File: config.mk
export PLATFORM = sky130hd
export DESIGN_NAME = mem_block_mover_flat
export DESIGN_NICKNAME = d
export VERILOG_FILES = /design/src/rtl/mem_block_mover_if.sv /design/src/rtl/mem_block_mover.sv /design/src/flat_wrapper.sv
export SDC_FILE = /design/constraint.sdc
export NUM_CORES = 1
export LEC_CHECK = 0
export BUFFER_PORTS_ARGS = -buffer_cell sky130_fd_sc_hd__buf_2
export CORE_MARGIN = 5
export CORE_UTILIZATION = 40
export DETAILED_ROUTE_END_ITERATION = 12
export PLACE_DENSITY = 0.72
export SLEW_MARGIN = 15
export SYNTH_ARGS = -nofsm -noshare
export SYNTH_HDL_FRONTEND = slang
export SYNTH_SLANG_ARGS = --single-unit
export TNS_END_PERCENT = 5
File: constraint.sdc
create_clock -name in_clk -period 5.2 [get_ports in_clk]
set_input_delay 0.52 -clock in_clk [delete_from_list [all_inputs] [get_ports in_clk]]
set_output_delay 0.52 -clock in_clk [all_outputs]
set_load 0.03 [all_outputs]
File: src/rtl/mem_block_mover_if.sv
// rtl/mem_block_mover_if.sv - block-port bus between the block mover and the coprocessor memory
interface mem_block_mover_if #(
  parameter int log_size   = 10,
  parameter int cell_width = 32,
  parameter int width      = 128
);
  logic [log_size-1:0]   out_mem_address;
  logic [width-1:0]      out_mem_data;
  logic                  out_mem_read_en;
  logic                  out_mem_write_en;
  logic [cell_width-1:0] out_mem_status;
  logic                  out_mem_write_status_en;
  logic [width-1:0]      in_mem_data;

  // initiator side (the block mover)
  modport master (
    output out_mem_address,
    output out_mem_data,
    output out_mem_read_en,
    output out_mem_write_en,
    output out_mem_status,
    output out_mem_write_status_en,
    input  in_mem_data
  );

  // memory side
  modport slave (
    input  out_mem_address,
    input  out_mem_data,
    input  out_mem_read_en,
    input  out_mem_write_en,
    input  out_mem_status,
    input  out_mem_write_status_en,
    output in_mem_data
  );
endinterface

File: src/rtl/mem_block_mover.sv
// rtl/mem_block_mover.sv - copies consecutive multi-cell blocks inside the coprocessor memory
module mem_block_mover #(
  parameter int log_size   = 10,
  parameter int blocks     = 4,
  parameter int cell_width = 32,
  parameter int width      = blocks * cell_width
) (
  input  logic                in_clk,
  input  logic                in_reset,
  input  logic                in_start,
  input  logic [log_size-1:0] in_src_addr,
  input  logic [log_size-1:0] in_dst_addr,
  input  logic [7:0]          in_count,
  mem_block_mover_if.master   mem,
  output logic                out_busy,
  output logic                out_done
);

  typedef enum logic [2:0] {
    S_IDLE,
    S_CHECK,
    S_READ,
    S_WAIT,
    S_WRITE,
    S_STATUS,
    S_DONE
  } state_t;

  // Pointers carry one extra bit so a step past the top of memory shows up
  // as an out-of-range address in CHECK instead of silently wrapping.
  localparam logic [log_size:0] max_base = (log_size + 1)'((1 << log_size) - blocks);
  localparam logic [log_size:0] step     = (log_size + 1)'(blocks);
  localparam logic [log_size:0] min_dst  = (log_size + 1)'(2);

  state_t                state;
  state_t                state_next;
  logic [log_size:0]     src_ptr;
  logic [log_size:0]     dst_ptr;
  logic [7:0]            remaining;
  logic [7:0]            xfer;
  logic                  err_cfg;
  logic                  err_range;
  logic [width-1:0]      buffer;

  logic                  chk_cfg;
  logic                  chk_empty;
  logic                  chk_range;
  logic [cell_width-1:0] status_word;

  logic [log_size-1:0]   address;
  logic                  read_en;
  logic                  write_en;
  logic                  status_en;
  logic [cell_width-1:0] status;

  // cells 0 and 1 hold config/status and must never be a block destination
  assign chk_cfg   = dst_ptr < min_dst;
  assign chk_empty = remaining == 8'd0;
  assign chk_range = (src_ptr > max_base) || (dst_ptr > max_base);

  // completion/error word: valid flag, two error flags, blocks transferred
  always_comb begin
    status_word       = '0;
    status_word[0]    = 1'b1;
    status_word[1]    = err_cfg;
    status_word[2]    = err_range;
    status_word[15:8] = xfer;
  end

  // state register
  always_ff @(posedge in_clk or posedge in_reset) begin
    if (in_reset) begin
      state <= S_IDLE;
    end else begin
      state <= state_next;
    end
  end

  // next-state decode and per-state bus outputs
  always_comb begin
    state_next = state;
    address    = '0;
    read_en    = 1'b0;
    write_en   = 1'b0;
    status_en  = 1'b0;
    status     = '0;
    out_busy   = 1'b1;
    out_done   = 1'b0;
    case (state)
      S_IDLE: begin
        out_busy = 1'b0;
        if (in_start) begin
          state_next = S_CHECK;
        end
      end
      S_CHECK: begin
        if (chk_cfg || chk_empty || chk_range) begin
          state_next = S_STATUS;
        end else begin
          state_next = S_READ;
        end
      end
      S_READ: begin
        address    = src_ptr[log_size-1:0];
        read_en    = 1'b1;
        state_next = S_WAIT;
      end
      S_WAIT: begin
        state_next = S_WRITE;
      end
      S_WRITE: begin
        address    = dst_ptr[log_size-1:0];
        write_en   = 1'b1;
        state_next = S_CHECK;
      end
      S_STATUS: begin
        status_en  = 1'b1;
        status     = status_word;
        state_next = S_DONE;
      end
      S_DONE: begin
        out_done   = 1'b1;
        state_next = S_IDLE;
      end
      default: begin
        state_next = S_IDLE;
      end
    endcase
  end

  // transfer bookkeeping: latch request, record errors, capture read data, advance
  always_ff @(posedge in_clk or posedge in_reset) begin
    if (in_reset) begin
      src_ptr   <= '0;
      dst_ptr   <= '0;
      remaining <= '0;
      xfer      <= '0;
      err_cfg   <= 1'b0;
      err_range <= 1'b0;
      buffer    <= '0;
    end else begin
      case (state)
        S_IDLE: begin
          if (in_start) begin
            src_ptr   <= {1'b0, in_src_addr};
            dst_ptr   <= {1'b0, in_dst_addr};
            remaining <= in_count;
            xfer      <= '0;
            err_cfg   <= 1'b0;
            err_range <= 1'b0;
          end
        end
        S_CHECK: begin
          if (chk_cfg) begin
            err_cfg <= 1'b1;
          end else if (!chk_empty && chk_range) begin
            err_range <= 1'b1;
          end
        end
        S_WAIT: begin
          // the memory only drives valid data in the cycle after READ
          buffer <= mem.in_mem_data;
        end
        S_WRITE: begin
          src_ptr   <= src_ptr + step;
          dst_ptr   <= dst_ptr + step;
          remaining <= remaining - 8'd1;
          xfer      <= xfer + 8'd1;
        end
        default: begin
        end
      endcase
    end
  end

  assign mem.out_mem_address         = address;
  assign mem.out_mem_data            = buffer;
  assign mem.out_mem_read_en         = read_en;
  assign mem.out_mem_write_en        = write_en;
  assign mem.out_mem_status          = status;
  assign mem.out_mem_write_status_en = status_en;

endmodule

File: src/flat_wrapper.sv
// flat-port wrapper written by rule: the top's interface ports become plain ports
module mem_block_mover_flat 
#(
  parameter int log_size   = 10,
  parameter int blocks     = 4,
  parameter int cell_width = 32,
  parameter int width      = blocks * cell_width
)
  (in_clk, in_reset, in_start, in_src_addr, in_dst_addr, in_count, out_busy, out_done, mem_out_mem_address, mem_out_mem_data, mem_out_mem_read_en, mem_out_mem_write_en, mem_out_mem_status, mem_out_mem_write_status_en, mem_in_mem_data);
  mem_block_mover_if #(.log_size(log_size), .cell_width(cell_width), .width(width)) mem_i ();
  input  logic in_clk;
  input  logic in_reset;
  input  logic in_start;
  input  logic [log_size-1:0] in_src_addr;
  input  logic [log_size-1:0] in_dst_addr;
  input  logic [7:0] in_count;
  output logic out_busy;
  output logic out_done;
  output wire logic [$bits(mem_i.out_mem_address)-1:0] mem_out_mem_address;
  output wire logic [$bits(mem_i.out_mem_data)-1:0] mem_out_mem_data;
  output wire logic [$bits(mem_i.out_mem_read_en)-1:0] mem_out_mem_read_en;
  output wire logic [$bits(mem_i.out_mem_write_en)-1:0] mem_out_mem_write_en;
  output wire logic [$bits(mem_i.out_mem_status)-1:0] mem_out_mem_status;
  output wire logic [$bits(mem_i.out_mem_write_status_en)-1:0] mem_out_mem_write_status_en;
  input wire logic [$bits(mem_i.in_mem_data)-1:0] mem_in_mem_data;
  assign mem_out_mem_address = mem_i.out_mem_address;
  assign mem_out_mem_data = mem_i.out_mem_data;
  assign mem_out_mem_read_en = mem_i.out_mem_read_en;
  assign mem_out_mem_write_en = mem_i.out_mem_write_en;
  assign mem_out_mem_status = mem_i.out_mem_status;
  assign mem_out_mem_write_status_en = mem_i.out_mem_write_status_en;
  assign mem_i.in_mem_data = mem_in_mem_data;
  mem_block_mover #(.log_size(log_size), .blocks(blocks), .cell_width(cell_width), .width(width)) u_core (.in_clk(in_clk), .in_reset(in_reset), .in_start(in_start), .in_src_addr(in_src_addr), .in_dst_addr(in_dst_addr), .in_count(in_count), .mem(mem_i), .out_busy(out_busy), .out_done(out_done));
endmodule
==> qor.yml, run 1 <==
floorplan:
  die_area_um2: 21400
  die_width_um: 146
  start_util_pct: 41.0
  die_h_um: 146
  ios: 334
  rows: 49
  fp.coreArea_um2: 18100
timing:
  tns_ps: 0
  max_clock_freq_ghz: 0.276
  min_period_ps: 3630
  hold_viol_final: 0
  fin_crit_sh_pct: 69.7
  rsz0062_at_grt: "false"
  finalMaxSlewViolations: 0
  setup_viol: 0
  maxSlewHeadroom_pct: 35.3
  worstMarginPinSlew_ps: 971
  holdWs_ps: 228
  finalClockSkew_ps: 16.1
power:
  vdd.ir_drop.worst_v: 0.000341
  clkPwrFrac_pct: 18.0
  switching_power_mw: 3.18
  powerDensity_nw_per_um2: 728
  seqPwrFrac_pct: 34.0
  p_sw_share_pct: 45.0
  p_leak_nw: 4.71
  pwr-share-comb_pct: 48.0
  internal_power_mw: 3.89
yosys:
  yosysSeqAreaShare_pct: 57.6
  yosys.area.top_type: "dfrtp_1"
  ys_ff_latch: 171
  synthAdderAreaFrac_pct: 0.673
  synth-edff-count: 0
  synth_top_family_by_area: "multiplexers"
  syn_area_um2: 7430
  yosys-top-cells-count: "171 x dfrtp_1, 132 x mux2_2, 36 x a21oi_1"
  synthXorXnorAreaFrac_pct: 0.118
  yosysWarnings: 0
  ys_dominant_reg_cell: "dfrtp_1"
  synth_cell_types: 52
  yosysTopAreaCellShare_pct: 57.6
  yosys.area_share.simple_pct: 7.49
  syn_inst: 586
  synth_most_common_cell: "dfrtp_1"
  async_reset_ff_share_pct: 100
  synth_compound_area_share_pct: 9.19
  synth_area_leaders: "dfrtp_1 58%, mux2_2 20%, a21oi_1 2.4%"
  syn_area_per_cell_um2: 12.7
  synthMuxAreaShare_pct: 20.1
placement:
  place_congestion: 0.903
  hpwl_um: 15300
  portBuffers: 312
clock_tree:
  cts_setup_buffers: 0
  clockRootBuffer: "clkbuf_16"
  clk-insertion-delay-late_ps: 430
  cts-htree-levels: 4
  clkTransAtPathRegs_ps: 70
  cts_buffer_depth: 2
  cts_tree: "done"
  clkSinkCount: 171
  cts_resized: 0
  cts_buffers: 17
  ctsHoldBuffers: 0
critical_path:
  reg2reg_slack_ps: 2350
  crit_path_start_kind: "register"
  cp_slowest_cell: "clkinv_1"
  cp_cell_sequence: "buf_4, or3b_2, clkinv_1, a22o_1, buf_2"
  worstPathRequired_ps: 4680
  cp_num_buf_inv: 3
  r2r_end: "u_core.src_ptr[9]"
  worstRegToRegCells: 6
  crit_family: "buffers and inverters"
  crit_type: "reg2out"
  crit_arrival_ps: 3110
  slowest_delay_ps: 880
  crit_fanout: 46
  end_kind: "primary output"
  r2r_start: "u_core.state[2]"
grt:
  first_global_vias: 5754
  globalRouteMet3Util_pct: 4.49
  antenna_found_initial: 1
  grt_overflow: 0
  busiest_layer: "met2"
  grt.met1_usage_pct: 24.8
  grt_max_degree: 83
  track_usage_pct: 18.8
  grt_pass1_wl_um: 32200
  met2_usage_pct: 30.1
cells_and_area:
  drive_above_1_share_pct: 54.7
  num-nets-final: 1051
  area_growth_pct: 30.6
  fin_util_pct: 53.5
drt:
  final_antenna_net_count: 0
  drt-vias-per-instance: 5.07
  wl_per_cell_um: 17.9
  first_pass_iters: 5
  drc_errors: 0
  routed_wl_um: 20300
  drtIter0Drc: 241
  vias: 5729
run:
  max_cap_viol_count: 0
run_status:
  outcome: "complete, no violations"
worst_hold_path:
  hold_class: "in2async"
[metrics by stage]
step / cells / power, mW / area [um^2] / worst slack (ps)
floorplan: 606 / 4.83 / 7510 / 48.2
global placement: 1098 / 5.76 / 9100 / 2110
detailed placement: 1098 / 5.83 / 9100 / 2070
CTS: 1130 / 7.13 / 9710 / 1590
global route: 1131 / 7.49 / 9710 / 1380
finish: 1131 / 7.07 / 9710 / 1570
[state kept, by name (all words and copies together) (netlist names)]
signal                   cells
u_core.xfer                  8
u_core.state                 3
u_core.err_cfg               1
u_core.err_range             1
u_core.dst_ptr              11
u_core.mem.out_mem_data    128
u_core.src_ptr              11
u_core.remaining             8
[cell usage in the layout (no fill, tap or decap), types with 4 or more instances in the layout]
cell type / count
buf_2: 312
dfrtp_1: 171
mux2_2: 132
a21oi_1: 36
nand2_1: 31
conb_1: 21
o21ai_0: 17
clkbuf_16: 17
nor2_1: 16
nand3_1: 12
a22o_1: 11
and3_1: 10
o22ai_1: 10
buf_4: 8
inv_1: 6
inv_8: 6
nor4_1: 5
nor3b_1: 4
a211oi_1: 4
a2bb2oi_1: 4
o32ai_1: 4
a31oi_1: 4
ha_1: 4
[kinds of logic after synthesis]
family | after synthesis
AND/OR/NAND/NOR | 105
AO/OA/AOI/OAI | 106
multiplexers | 133
buffers and inverters | 65
XOR/XNOR | 1
adder cells (fa/ha/maj) | 4
flip-flops | 171
other | 1
[power by group through the flow]
stage | combinational [mW] | sequential, mW | clock (mW)
after CTS | 3.42 | 2.39 | 1.31
final | 3.39 | 2.40 | 1.27
after detailed placement | 3.42 | 2.41 | 0
after global placement | 3.37 | 2.39 | 0
after floorplan | 1.45 | 3.38 | 0
after global routing | 3.63 | 2.49 | 1.37
[worst reg2reg max path: cells and delay by family (launching register included)]
family	cells	cell delay, ps
buffers and inverters	2	1150
and+or+nand+nor	2	1010
DFF	1	360
AOI/OAI and AO/OA	2	280
[worst max path at each step]
stage / startpoint / endpoint / slack [ps] / depth (start not counted)
final: u_core.state[2] / mem_out_mem_address[1] / 1570 / 5
after global placement: u_core.state[2] / mem_out_mem_address[4] / 2110 / 5
after floorplan: in_reset / u_core.dst_ptr[0] / 50 / 1
after detailed placement: u_core.state[2] / mem_out_mem_address[3] / 2070 / 5
after CTS: u_core.state[2] / mem_out_mem_address[3] / 1590 / 5
after global routing: u_core.state[2] / mem_out_mem_address[5] / 1380 / 6
[layout make-up]
class                           count  area, um^2
Sequential cell                   171        4280
Clock buffer                       18         439
Inverter                            8        35.0
Tap cell                          229         287
Timing Repair Buffer              320        1620
Antenna cell                        1        2.50
Clock inverter                     14         168
Fill cell                        1570        8440
Multi-Input combinational cell    370        2880
[layer usage]
layer | share of wire, % | wire length [um]
met1 | 42 | 8560
met2 | 49 | 9850
met3 | 6.7 | 1360
met4 | 2.5 | 517
met5 | 0 | 0
Note: power is estimated with default switching activity, not from simulation.
==> inputs of run 2 (changes only) <==
--- a/config.mk
+++ b/config.mk
@@ -9,7 +9,7 @@
 export CORE_MARGIN = 5
 export CORE_UTILIZATION = 40
 export DETAILED_ROUTE_END_ITERATION = 12
-export PLACE_DENSITY = 0.72
+export PLACE_DENSITY = 0.7
 export SLEW_MARGIN = 15
 export SYNTH_ARGS = -nofsm -noshare
 export SYNTH_HDL_FRONTEND = slang
==> constraint.sdc (replaced) <==
create_clock -name in_clk -period 3.4 [get_ports in_clk]
set_input_delay 0.34 -clock in_clk [delete_from_list [all_inputs] [get_ports in_clk]]
set_output_delay 0.34 -clock in_clk [all_outputs]
set_load 0.03 [all_outputs]
==> run 2 against run 1 <==
Effect of this change:
- wire length is essentially flat
- sequential share of layout area decreased by 0.20 points
- die area is the same
- largest cell class unchanged
- highest routed layer unchanged
==> qor.yml, run 2 (same netlist as run 1, synthesis figures left out) <==
grt:
  grt_overflow: 0
  first_global_vias: 5807
  grt_pass1_wl_um: 32200
  track_usage_pct: 18.7
  antenna_found_initial: 1
  grt_max_degree: 97
power:
  p_leak_nw: 4.72
  p_sw_share_pct: 44.7
  seqPwrFrac_pct: 33.9
  clkPwrFrac_pct: 18.0
  pwr-share-comb_pct: 48.1
  switching_power_mw: 4.84
  powerDensity_nw_per_um2: 1110
  vdd.ir_drop.worst_v: 0.000506
  internal_power_mw: 5.99
timing:
  fin_crit_sh_pct: 88.1
  max_clock_freq_ghz: 0.334
  worstMarginPinSlew_ps: 805
  maxSlewHeadroom_pct: 46.0
  finalClockSkew_ps: 9.81
  tns_ps: 0
  hold_viol_final: 0
  finalMaxSlewViolations: 0
  setup_ws_ps: 404
  holdWs_ps: 143
  rsz0062_at_grt: "false"
  setup_viol: 0
  min_period_ps: 3000
cells_and_area:
  num-nets-final: 1054
  area_growth_pct: 31.2
  layoutNonFillerInstCount: 1134
  drive_above_1_share_pct: 54.8
  layout_common_cells: "312 x buf_2, 171 x dfrtp_1, 132 x mux2_2"
  largest_register_ff_count: 128
  fin_util_pct: 53.7
  layout_commonest_cell: "buf_2"
  fillers: 1623
floorplan:
  die_h_um: 146
  die_width_um: 146
  die_area_um2: 21400
  ios: 334
  start_util_pct: 41.0
  rows: 49
  fp.coreArea_um2: 18100
clock_tree:
  cts_buffer_depth: 2
  cts-htree-levels: 4
  clk-insertion-delay-late_ps: 420
  cts_setup_buffers: 0
  clkSinkCount: 171
  clockRootBuffer: "clkbuf_16"
  cts_buffers: 17
  cts_tree: "done"
  clkTransAtPathRegs_ps: 70
  cts_resized: 0
drt:
  drc_errors: 0
  vias: 5747
  drt-vias-per-instance: 5.07
  wl_per_cell_um: 17.9
  final_antenna_net_count: 0
  first_pass_iters: 4
  routed_wl_um: 20300
  drtIter0Drc: 254
placement:
  portBuffers: 312
  dpl.cell_count: 1100
  place_ws_ps: 885
  hpwl_um: 15400
  place_congestion: 0.862
worst_hold_path:
  worstHoldEndpoint: "u_core.mem.out_mem_data[68]"
  hold_depth: 2
  hold_class: "in2reg"
  min_from: "mem_in_mem_data[68]"
run_status:
  outcome: "complete, no violations"
critical_path:
  r2r_start: "u_core.state[1]"
  reg2reg_slack_ps: 890
  r2r_end: "u_core.src_ptr[8]"
  crit_type: "reg2out"
  end_kind: "primary output"
  crit_path_start_kind: "register"
  worstRegToRegCells: 6
  crit_fanout: 28
  crit_arrival_ps: 2660
  worstPathRequired_ps: 3060
run:
  max_cap_viol_count: 0
run 2: changes by cell type in the layout (fill, tap and decap cells not counted), sizes merged:
cell         change
inv              -2
clkinvlp         +4
clkinv           -2
bufinv           +1
buf              +2
dlygate4sd3      +1
clkbuf           -1
run 2: stage by stage:
| step | power [mW] | area (um^2) |
|---|---|---|
| 6_report | 10.8 | 9750 |
| 4_1_cts | 10.9 | 9750 |
| 2_1_floorplan | 7.39 | 7510 |
| 3_3_place_gp | 8.85 | 9140 |
| 5_1_grt | 11.5 | 9750 |
| 3_5_place_dp | 8.97 | 9140 |
run 2: layer usage:
metal / GRT usage [%] / vias up / share of wire, %
li1: - / 2692 / -
met1: 24.8 / 2753 / 42
met2: 29.7 / 275 / 49
met3: 5.05 / 27 / 7.4
met4: 6.49 / 0 / 2.1
met5: 0 / - / 0
run 2: layout make-up:
| cell class | count | area (um^2) | share of cell area [%] |
|---|---|---|---|
| sequential | 171 | 4280 | 43.9 |
| multi-input combinational | 370 | 2880 | 29.5 |
| timing repair buffer | 323 | 1670 | 17.1 |
| clock buffer | 17 | 425 | 4.36 |
| tap | 229 | 287 | 2.94 |
| clock inverter | 15 | 176 | 1.81 |
| inverter | 8 | 33.8 | 0.346 |
| antenna | 1 | 2.50 | 0.0257 |
run 2: repair_timing:
action | in CTS | in global routing
endpoints found under the setup margin | 0 | 0
hold buffers | 1 | 0
hold endpoints to repair | 14 | 0
run 2: worst max path at each step:
stage	from	to	slack, ps	depth (start not counted)
finish	u_core.state[1]	mem_out_mem_address[7]	400	4
global route	u_core.state[1]	mem_out_mem_address[1]	250	4
CTS	u_core.state[2]	mem_out_mem_address[7]	420	4
detailed placement	u_core.state[1]	mem_out_mem_address[7]	890	4
global placement	u_core.state[2]	mem_out_mem_address[8]	930	4
floorplan	in_reset	u_core.dst_ptr[0]	880	1
run 2: worst max-delay path: stages (launching register included):
cell	delay, ps
dfrtp_1	420
or3b_2	430
clkinv_1	780
a22o_1	420
buf_2	180
run 2: power by group through the flow:
stage	registers (mW)	clock network, mW	logic (mW)
floorplan	5.17	0	2.22
global placement	3.65	0	5.19
detailed placement	3.70	0	5.27
CTS	3.66	2.00	5.27
global route	3.81	2.09	5.57
finish	3.67	1.95	5.21
==> inputs of run 3 (changes only) <==
==> constraint.sdc (replaced) <==
create_clock -name in_clk -period 3.1 [get_ports in_clk]
set_input_delay 0.31 -clock in_clk [delete_from_list [all_inputs] [get_ports in_clk]]
set_output_delay 0.31 -clock in_clk [all_outputs]
set_load 0.03 [all_outputs]
==> run 3 against run 2 <==
Effect of this change:
- wire length grew 0.18%
- total power up 9.7%
- critical path depth up 1
- via count increased by 0.19%
- sequential power up 9.3%
- hold slack worse by 28 ps
- critical path type unchanged
- critical endpoint is now mem_out_mem_write_en
- largest power group unchanged
- highest routed layer unchanged
==> qor.yml, run 3 (same netlist as run 1, synthesis figures left out) <==
run_status:
  outcome: "complete, no violations"
critical_path:
  crit_type: "reg2out"
  r2r_end: "u_core.state[2]"
  end_kind: "primary output"
  worstPathRequired_ps: 2790
  crit_arrival_ps: 2350
  crit_path_start_kind: "register"
  r2r_start: "u_core.src_ptr[2]"
  crit_fanout: 24
  reg2reg_slack_ps: 830
  worstRegToRegCells: 5
power:
  seqPwrFrac_pct: 33.8
  vdd.ir_drop.worst_v: 0.000618
  clkPwrFrac_pct: 17.4
  powerDensity_nw_per_um2: 1210
  p_leak_nw: 4.76
  p_total_mw: 11.9
  pwr-share-comb_pct: 48.8
  switching_power_mw: 5.33
  internal_power_mw: 6.56
  p_sw_share_pct: 44.8
cells_and_area:
  fin_area_um2: 9810
  num-nets-final: 1062
  fillers: 1592
  layout_common_cells: "312 x buf_2, 171 x dfrtp_1, 132 x mux2_2"
  fin_util_pct: 54.1
  largest_register_ff_count: 128
  layout_commonest_cell: "buf_2"
  drive_above_1_share_pct: 55.2
  area_growth_pct: 32.0
timing:
  min_period_ps: 2660
  finalMaxSlewViolations: 0
  rsz0062_at_grt: "false"
  fin_crit_sh_pct: 85.7
  maxSlewHeadroom_pct: 48.6
  finalClockSkew_ps: 13.7
  tns_ps: 0
  hold_viol_final: 0
  worstMarginPinSlew_ps: 760
  max_clock_freq_ghz: 0.377
  setup_ws_ps: 445
  setup_viol: 0
floorplan:
  ios: 334
  die_width_um: 146
  start_util_pct: 41.0
  rows: 49
  die_area_um2: 21400
  fp.coreArea_um2: 18100
  die_h_um: 146
drt:
  wl_per_cell_um: 17.8
  final_antenna_net_count: 0
  vias: 5758
  drtIter0Drc: 267
  routed_wl_um: 20300
  drc_errors: 0
  drt-vias-per-instance: 5.04
  first_pass_iters: 5
grt:
  grt_max_degree: 80
  grt_overflow: 0
  first_global_vias: 5803
  antenna_found_initial: 2
  grt_pass1_wl_um: 32200
  track_usage_pct: 18.7
clock_tree:
  clockRootBuffer: "clkbuf_16"
  clk-insertion-delay-late_ps: 420
  cts_tree: "done"
  cts-htree-levels: 4
  clkSinkCount: 171
  ctsHoldBuffers: 1
  cts_buffers: 17
  cts_setup_buffers: 0
  cts_buffer_depth: 2
  cts_resized: 0
  clkTransAtPathRegs_ps: 70
worst_hold_path:
  hold_class: "in2reg"
  min_from: "mem_in_mem_data[53]"
  hold_depth: 2
  worstHoldEndpoint: "u_core.mem.out_mem_data[53]"
placement:
  portBuffers: 312
  hpwl_um: 15400
  place_congestion: 0.855
  place_area_um2: 9220
  place_ws_ps: 905
run:
  max_cap_viol_count: 0
## run 3: worst max path at each step
stage	slack, ps	startpoint	end	cells past startpoint
after floorplan	610	in_reset	u_core.dst_ptr[0]	1
after detailed placement	910	u_core.src_ptr[2]	u_core.state[0]	5
after global placement	880	u_core.src_ptr[2]	u_core.state[0]	5
final	440	u_core.state[2]	mem_out_mem_write_en	5
after CTS	450	u_core.state[2]	mem_out_mem_write_en	5
after global routing	350	u_core.state[2]	mem_out_mem_write_en	5
## run 3: cell type report
class | instances | area, um^2 | area share [%]
Timing Repair Buffer | 331 | 1760 | 17.9
Clock buffer | 17 | 425 | 4.34
Antenna cell | 2 | 5.00 | 0.0510
Multi-Input combinational cell | 370 | 2880 | 29.3
Sequential cell | 171 | 4280 | 43.6
Inverter | 8 | 33.8 | 0.344
Tap cell | 229 | 287 | 2.92
Clock inverter | 15 | 150 | 1.53
## run 3: critical path, cell delays in order (launching register included)
cell,delay [ps]
dfrtp_1,380
buf_4,190
or3b_2,220
clkinv_1,530
buf_4,420
buf_2,190
## run 3: power by group through the flow
stage	registers, mW	logic [mW]	clock network [mW]
global placement	4.00	5.78	0
CTS	4.00	5.87	2.13
finish	4.01	5.80	2.07
floorplan	5.67	2.44	0
detailed placement	4.04	5.87	0
global route	4.16	6.20	2.23
## run 3: routing by layer
layer	share of wire (%)	vias to the layer above	global-route usage (%)
met4	2.0	0	6.63
met5	0	-	0
met2	50	247	31.0
met3	6.1	25	4.12
met1	42	2768	24.3
li1	-	2718	-
## run 3: stage by stage
| step | std cells | hold slack, ps |
|---|---|---|
| after detailed placement | 1108 | 430 |
| final | 1143 | 115 |
| after floorplan | 606 | 441 |
| after CTS | 1141 | 94.4 |
| after global placement | 1108 | 431 |
| after global routing | 1143 | 89.1 |
